`config.mk`:
```
export PLATFORM = sky130hd
export DESIGN_NAME = bullet_field
export DESIGN_NICKNAME = d
export VERILOG_FILES = /design/src/rtl/bullet_pkg.sv /design/src/rtl/bullet_aabb.sv /design/src/rtl/bullet_field.sv
export SDC_FILE = /design/constraint.sdc
export NUM_CORES = 1
export LEC_CHECK = 0
export ABC_AREA = 1
export BUFFER_PORTS_ARGS = -buffer_cell sky130_fd_sc_hd__buf_2
export CAP_MARGIN = 15
export CORE_ASPECT_RATIO = 0.5
export CORE_MARGIN = 2
export CORE_UTILIZATION = 40
export DETAILED_ROUTE_END_ITERATION = 7
export PLACE_DENSITY = 0.53
export SYNTH_ARGS = -nofsm -noshare
export SYNTH_HDL_FRONTEND = slang
export SYNTH_SLANG_ARGS = --single-unit
export TNS_END_PERCENT = 10
```
`constraint.sdc`:
```
create_clock -name clk -period 5.4 [get_ports clk]
set_input_delay 0.54 -clock clk [delete_from_list [all_inputs] [get_ports clk]]
set_output_delay 0.54 -clock clk [all_outputs]
set_load 0.005 [all_outputs]
```
`src/rtl/bullet_pkg.sv`:
```
// Shared colour codes, default arena size and the default-width bullet slot record.
package bullet_pkg;

  typedef enum logic [2:0] {
    WHITE  = 3'd0,
    BLUE   = 3'd1,
    ORANGE = 3'd2,
    GREEN  = 3'd3
  } color_e;

  localparam int FIELD_MAX_DEFAULT = 200;
  localparam int SLOT_COORD_W      = 8;
  localparam int SLOT_VEL_W        = 4;

  typedef struct packed {
    logic                    live;
    logic [SLOT_COORD_W-1:0] x;
    logic [SLOT_COORD_W-1:0] y;
    logic [SLOT_VEL_W-1:0]   dx;
    logic [SLOT_VEL_W-1:0]   dy;
    logic [SLOT_COORD_W-1:0] size;
    logic [2:0]              color;
  } bullet_slot_t;

endpackage

```
`src/rtl/bullet_aabb.sv`:
```
// Combinational overlap test of two square boxes; touching edges count as overlap.
module bullet_aabb #(
  parameter int COORD_W = 8
) (
  input  logic [COORD_W-1:0] i_ax,
  input  logic [COORD_W-1:0] i_ay,
  input  logic [COORD_W-1:0] i_asize,
  input  logic [COORD_W-1:0] i_bx,
  input  logic [COORD_W-1:0] i_by,
  input  logic [COORD_W-1:0] i_bsize,
  output logic               o_overlap
);

  logic [COORD_W:0] w_ax_end;
  logic [COORD_W:0] w_ay_end;
  logic [COORD_W:0] w_bx_end;
  logic [COORD_W:0] w_by_end;

  // One extra bit so far edges near the top of the coordinate range cannot wrap.
  assign w_ax_end = {1'b0, i_ax} + {1'b0, i_asize};
  assign w_ay_end = {1'b0, i_ay} + {1'b0, i_asize};
  assign w_bx_end = {1'b0, i_bx} + {1'b0, i_bsize};
  assign w_by_end = {1'b0, i_by} + {1'b0, i_bsize};

  assign o_overlap = ({1'b0, i_ax} <= w_bx_end) && ({1'b0, i_bx} <= w_ax_end) &&
                     ({1'b0, i_ay} <= w_by_end) && ({1'b0, i_by} <= w_ay_end);

endmodule

```
`src/rtl/bullet_field.sv`:
```
// Multi-slot bullet engine: spawn, tick movement, player collision with iframes, render read port.
// Define BULLET_WRAP_EN to wrap out-of-arena bullets modulo FIELD_MAX+1 instead of retiring them.
module bullet_field
  import bullet_pkg::*;
#(
  parameter int N_BULLETS    = 8,
  parameter int COORD_W      = 8,
  parameter int FIELD_MAX    = FIELD_MAX_DEFAULT,
  parameter int IFRAME_TICKS = 10,
  parameter int VEL_W        = 4,
  localparam int IDX_W = (N_BULLETS > 1) ? $clog2(N_BULLETS) : 1,
  localparam int CNT_W = $clog2(N_BULLETS) + 1
) (
  input  logic                 clk,
  input  logic                 reset,
  input  logic                 tick,
  input  logic                 run,
  input  logic                 spawn_valid,
  output logic                 spawn_ready,
  input  logic [COORD_W-1:0]   spawn_x,
  input  logic [COORD_W-1:0]   spawn_y,
  input  logic [VEL_W-1:0]     spawn_dx,
  input  logic [VEL_W-1:0]     spawn_dy,
  input  logic [COORD_W-1:0]   spawn_size,
  input  logic [2:0]           spawn_color,
  input  logic [COORD_W-1:0]   player_x,
  input  logic [COORD_W-1:0]   player_y,
  input  logic [COORD_W-1:0]   player_size,
  input  logic                 player_moving,
  output logic                 hit_valid,
  output logic [IDX_W-1:0]     hit_index,
  output logic [2:0]           hit_color,
  output logic                 iframe_active,
  output logic [N_BULLETS-1:0] live_mask,
  output logic [CNT_W-1:0]     live_count,
  input  logic [IDX_W-1:0]     rd_idx,
  output logic [COORD_W-1:0]   rd_x,
  output logic [COORD_W-1:0]   rd_y,
  output logic [COORD_W-1:0]   rd_size,
  output logic [2:0]           rd_color,
  output logic                 rd_live
);

  localparam int SW  = COORD_W + 2;
  localparam int IFW = (IFRAME_TICKS > 0) ? $clog2(IFRAME_TICKS + 1) : 1;

  typedef struct packed {
    logic               live;
    logic [COORD_W-1:0] x;
    logic [COORD_W-1:0] y;
    logic [VEL_W-1:0]   dx;
    logic [VEL_W-1:0]   dy;
    logic [COORD_W-1:0] size;
    logic [2:0]         color;
  } slot_t;

  slot_t          r_slot [N_BULLETS];
  logic           r_hit_valid;
  logic [IDX_W-1:0] r_hit_index;
  logic [2:0]     r_hit_color;
  logic [IFW-1:0] r_iframe;

  logic [N_BULLETS-1:0] w_overlap;
  logic [N_BULLETS-1:0] w_eligible;
  logic [N_BULLETS-1:0] w_retire;
  logic [N_BULLETS-1:0] w_live;
  logic [COORD_W-1:0]   w_px [N_BULLETS];
  logic [COORD_W-1:0]   w_py [N_BULLETS];
  logic                 w_free_any;
  logic [IDX_W-1:0]     w_free_idx;
  logic                 w_hit_any;
  logic [IDX_W-1:0]     w_hit_idx;
  logic [2:0]           w_hit_color;
  logic [CNT_W-1:0]     w_count;
  logic                 w_accept;
  logic                 w_iframe_idle;
  slot_t                w_rd;

  for (genvar g = 0; g < N_BULLETS; g++) begin : g_aabb
    bullet_aabb #(.COORD_W(COORD_W)) u_aabb (
      .i_ax      (r_slot[g].x),
      .i_ay      (r_slot[g].y),
      .i_asize   (r_slot[g].size),
      .i_bx      (player_x),
      .i_by      (player_y),
      .i_bsize   (player_size),
      .o_overlap (w_overlap[g])
    );
  end

  // Next position per slot; positions are widened and signed so negative results are visible.
  always_comb begin
    logic signed [SW-1:0] nx, ny, lim;
    for (int i = 0; i < N_BULLETS; i++) begin
      nx  = $signed({2'b00, r_slot[i].x}) + SW'($signed(r_slot[i].dx));
      ny  = $signed({2'b00, r_slot[i].y}) + SW'($signed(r_slot[i].dy));
      lim = SW'(FIELD_MAX) - $signed({2'b00, r_slot[i].size});
`ifdef BULLET_WRAP_EN
      if (nx < 0) nx = nx + SW'(FIELD_MAX + 1);
      else if (nx > SW'(FIELD_MAX)) nx = nx - SW'(FIELD_MAX + 1);
      if (ny < 0) ny = ny + SW'(FIELD_MAX + 1);
      else if (ny > SW'(FIELD_MAX)) ny = ny - SW'(FIELD_MAX + 1);
      w_retire[i] = 1'b0 & (lim < 0);
`else
      w_retire[i] = (nx < 0) || (nx > lim) || (ny < 0) || (ny > lim);
`endif
      w_px[i] = nx[COORD_W-1:0];
      w_py[i] = ny[COORD_W-1:0];
    end
  end

  assign w_iframe_idle = (r_iframe == '0);

  always_comb begin
    for (int i = 0; i < N_BULLETS; i++) begin
      w_eligible[i] = r_slot[i].live && w_overlap[i] && w_iframe_idle &&
                      ((r_slot[i].color != BLUE) || player_moving);
    end
  end

  // Descending scans so the lowest matching index is the one left standing.
  always_comb begin
    w_free_any  = 1'b0;
    w_free_idx  = '0;
    w_hit_any   = 1'b0;
    w_hit_idx   = '0;
    w_hit_color = '0;
    w_count     = '0;
    w_live      = '0;
    for (int i = N_BULLETS - 1; i >= 0; i--) begin
      w_live[i] = r_slot[i].live;
      w_count   = w_count + CNT_W'(r_slot[i].live);
      if (!r_slot[i].live) begin
        w_free_any = 1'b1;
        w_free_idx = IDX_W'(i);
      end
      if (w_eligible[i]) begin
        w_hit_any   = 1'b1;
        w_hit_idx   = IDX_W'(i);
        w_hit_color = r_slot[i].color;
      end
    end
  end

  assign spawn_ready = run && w_free_any;
  assign w_accept    = spawn_valid && spawn_ready;

  always_ff @(posedge clk) begin
    if (reset) begin
      for (int i = 0; i < N_BULLETS; i++) r_slot[i] <= '0;
      r_hit_valid <= 1'b0;
      r_hit_index <= '0;
      r_hit_color <= '0;
      r_iframe    <= '0;
    end else begin
      r_hit_valid <= run && w_hit_any;
      if (run && w_hit_any) begin
        r_hit_index <= w_hit_idx;
        r_hit_color <= w_hit_color;
        r_iframe    <= IFW'(IFRAME_TICKS);
      end else if (tick && !w_iframe_idle) begin
        r_iframe <= r_iframe - IFW'(1);
      end
      // A hit outranks movement; spawns only ever land in slots that are not live.
      for (int i = 0; i < N_BULLETS; i++) begin
        if (!run) begin
          r_slot[i].live <= 1'b0;
        end else if (w_hit_any && (w_hit_idx == IDX_W'(i))) begin
          r_slot[i].live <= 1'b0;
        end else if (r_slot[i].live && tick) begin
          if (w_retire[i]) begin
            r_slot[i].live <= 1'b0;
          end else begin
            r_slot[i].x <= w_px[i];
            r_slot[i].y <= w_py[i];
          end
        end else if (w_accept && (w_free_idx == IDX_W'(i))) begin
          r_slot[i].live  <= 1'b1;
          r_slot[i].x     <= spawn_x;
          r_slot[i].y     <= spawn_y;
          r_slot[i].dx    <= spawn_dx;
          r_slot[i].dy    <= spawn_dy;
          r_slot[i].size  <= spawn_size;
          r_slot[i].color <= spawn_color;
        end
      end
    end
  end

  always_comb begin
    w_rd = '0;
    for (int i = 0; i < N_BULLETS; i++) begin
      if (rd_idx == IDX_W'(i)) w_rd = r_slot[i];
    end
  end

  assign rd_x          = w_rd.x;
  assign rd_y          = w_rd.y;
  assign rd_size       = w_rd.size;
  assign rd_color      = w_rd.color;
  assign rd_live       = w_rd.live;
  assign hit_valid     = r_hit_valid;
  assign hit_index     = r_hit_index;
  assign hit_color     = r_hit_color;
  assign iframe_active = !w_iframe_idle;
  assign live_mask     = w_live;
  assign live_count    = w_count;

endmodule
```
==> metrics.md <==
| Metric | Value |
|---|---|
| Register area | `0.00887 sq mm` |
| CTS tree | `yes` |
| Final hold violation count | `0` |
| Initial antenna violation count | `16` |
| Leak Pwr | `19.0 nW` |
| RSZ-0062 raised after global routing | `false` |
| # Post-CTS Setup Buffers | `0` |
| Post-synth EDFFs | `288` |
| Period utilization | `91.3%` |
| Cts bufs inserted | `35` |
| Row Count | `76` |
| Post-Synthesis Cells | `4321` |
| Ports | `117` |
| Top FF cell, synth | `edfxtp_1` |
| First-pass GRT wire length | `221000 um` |
| DRT Pass-1 Iters | `5` |
| Routed len/inst | `28.1 um` |
| Clk root buf | `clkbuf_16` |
| H-tree levels | `2` |
| Antenna viol nets, final | `0` |
| DRT iter0 DRCs | `3874` |
| GRT Resource Usage Total | `35.0%` |
| Yosys warns | `0` |
| PortBufs | `116` |
| Post-Syn Area per Cell | `8.07 sq um` |
| Final slew viol count | `0` |
| Initial Utilization | `40.5%` |
| Synth cell types | `57` |
| VDD IR max | `138 uV` |
| Skew-Pair Late Insertion Delay | `0.59 ns` |
| Design area | `0.0385 sq mm` |
| Setup WS post-layout | `0.469 ns` |
| Layout fillers | `8647` |
| Mapped cell area | `0.0349 sq mm` |
| Worst hold path type | `in2reg` |
| Clock transition at path regs | `0.08 ns` |
| Slowest stage cell, crit path | `edfxtp_1` |
| Met3 usage | `9.43%` |
| Placed Area | `0.0373 sq mm` |
| Vias/cell | `5.82` |
| HPWL Detailed | `127000 um` |
| Core box area | `0.0862 sq mm` |
| M2 GR Usage | `50.6%` |
| Nets | `5311` |
| Post-synth net total | `5135` |
| Total grt overflow | `0` |
| Outcome | `complete, no violations` |
| Die Footprint | `0.0897 sq mm` |
| Final setup violation count | `0` |
| CTS Hold Bufs | `0` |
| Multi-input logic area | `0.0234 sq mm` |
| DRT Wirelength | `160000 um` |
| Worst EP arrival | `5.26 ns` |
| Setup tns final | `0 ns` |
| Largest net degree at the start of global routing | `34` |
| #FFs+latches synth | `299` |
| Layout area overhead | `10.6%` |
| # DRC | `0` |
| GR met1 Demand/Resource | `49.1%` |
| Post-synthesis sequential area ratio | `25.4%` |
| GPL Wtd Cong | `1.03` |
| Resized cells post-CTS | `0` |
| Most frequent cells in the layout | `nand2_1 (768), ha_1 (708), inv_1 (600)` |
| Max Clk Rate | `203 MHz` |
| Most frequent CP cell | `nand2_1` |
| Rel. slew slack | `18.9%` |
| CP Launch Type | `flip-flop` |
| Top fanout value on the critical path | `10` |
| Die width | `421 um` |
| Worst-Margin Slew | `1.22 ns` |
| Global route hottest layer | `met2` |
| R2r setup slk | `0.47 ns` |
| Most common cell after layout, fill and taps aside | `nand2_1` |
| Synth async-reset ratio | `0%` |
| Share of cells above drive strength 1 | `7.16%` |
| TritonCTS Sinks | `299` |
| MaxCap Viol Count | `0` |
| Clock buffer depth | `3` |
| Pwr dens | `264 mW/mm^2` |
| Crit Path Category | `reg2reg` |
| Critical Path Max Stage Delay | `0.57 ns` |
| CP Data Required Time | `5.73 ns` |
| Clock period minus worst slack | `4.93 ns` |
| Clock skew | `0.0321 ns` |
| Routed via count | `33100` |
| Critical path capture point type | `flip-flop` |
| Power Total | `0.0102 W` |
| Vias in the first global route | `30500` |
| Die height | `213 um` |
| DP Worst Slack | `0.574 ns` |
==> flip-flops by register name, indices dropped and copies added, names as in the netlist <==
| signal | flops |
|---|---|
| hit_valid | 1 |
| hit_color | 3 |
| hit_index | 3 |
| r_iframe | 4 |
| r_slot | 288 |
==> final timing paths <==
check | startpoint | endpoint | depth (start not counted)
hold / removal | spawn_dy[1] | r_slot[1][84] | 3
hold reg to reg | hit_color[2] | hit_color[2] | 2
setup reg to reg | r_slot[1][112] | r_slot[0][60] | 30
setup / recovery | r_slot[1][112] | r_slot[0][60] | 30
==> metal layers <==
metal / vias up / wire length (um)
met1: 15800 / 70500
met2: 1627 / 63800
met4: 10 / 6960
met3: 300 / 18600
met5: - / 59
li1: 15400 / -
==> cells by family (layout without fill, tap and decap cells) <==
kind of cell / count (synthesis) / count (layout) / share of synthesized area, %
XOR/XNOR: 276 / 276 / 6.93
AND/OR/NAND/NOR: 1508 / 1508 / 18.7
AO/OA/AOI/OAI: 813 / 813 / 13.8
buffers and inverters: 679 / 880 / 7.48
flip-flops: 299 / 299 / 25.4
other: 0 / 5 / 0
adder cells (fa/ha/maj): 746 / 746 / 27.6
==> power breakdown <==
group	leakage, nW	switching [W]	internal [W]
Combinational	15.4	0.00288	0.00161
Sequential	3.05	0.000337	0.00272
Clock	0.576	0.00115	0.00145
Total	19.0	0.00437	0.00579
==> per-stage QoR <==
| stage | util [%] | instances | hold slack (ns) |
|---|---|---|---|
| floorplan | - | 4321 | 0.441 |
| global placement | 43.3 | 5628 | 0.450 |
| detailed placement | 43.3 | 5628 | 0.448 |
| CTS | 44.7 | 5690 | 0.347 |
| global route | 44.7 | 5692 | 0.377 |
| finish | 44.7 | 5697 | 0.362 |
==> cell usage after synthesis (all sizes together), types with 8 or more instances <==
cell type,number,area (sq um)
a21boi,11,82.6
a21o,33,248
a21oi,359,1800
a221oi,15,131
a22oi,18,135
a31oi,22,138
buf,15,115
clkbuf,55,206
dfxtp,11,220
edfxtp,288,8650
fa,38,761
ha,708,8860
inv,608,2280
nand2,784,2990
nand3,225,1160
nand3b,9,67.6
nand4,110,724
nor2,303,1150
nor3,57,285
nor4,17,113
o2111ai,16,140
o211ai,15,113
o21a,15,113
o21ai,177,897
o21bai,45,338
o221ai,16,140
o22ai,49,363
o41ai,8,70.1
xnor2,100,876
xor2,176,1540
==> worst max-delay path, delay by kind of cell (launching register included) <==
| family | cells | cell delay [ns] |
|---|---|---|
| buffers and inverters | 3 | 0.30 |
| flip-flops | 1 | 0.57 |
| adder cells (fa/ha/maj) | 2 | 0.67 |
| XOR/XNOR | 1 | 0.08 |
| AO/OA/AOI/OAI | 4 | 0.85 |
| AND/OR/NAND/NOR | 20 | 2.20 |
==> layout make-up <==
class | instances | share of cell area (%)
timing repair buffer | 209 | 3.45
tap | 1170 | 3.80
clock inverter | 24 | 0.649
inverter | 609 | 5.93
antenna | 5 | 0.0325
multi-input combinational | 3343 | 60.7
sequential | 299 | 23.0
clock buffer | 38 | 2.41
No activity file was read; power rests on OpenSTA's default activity.
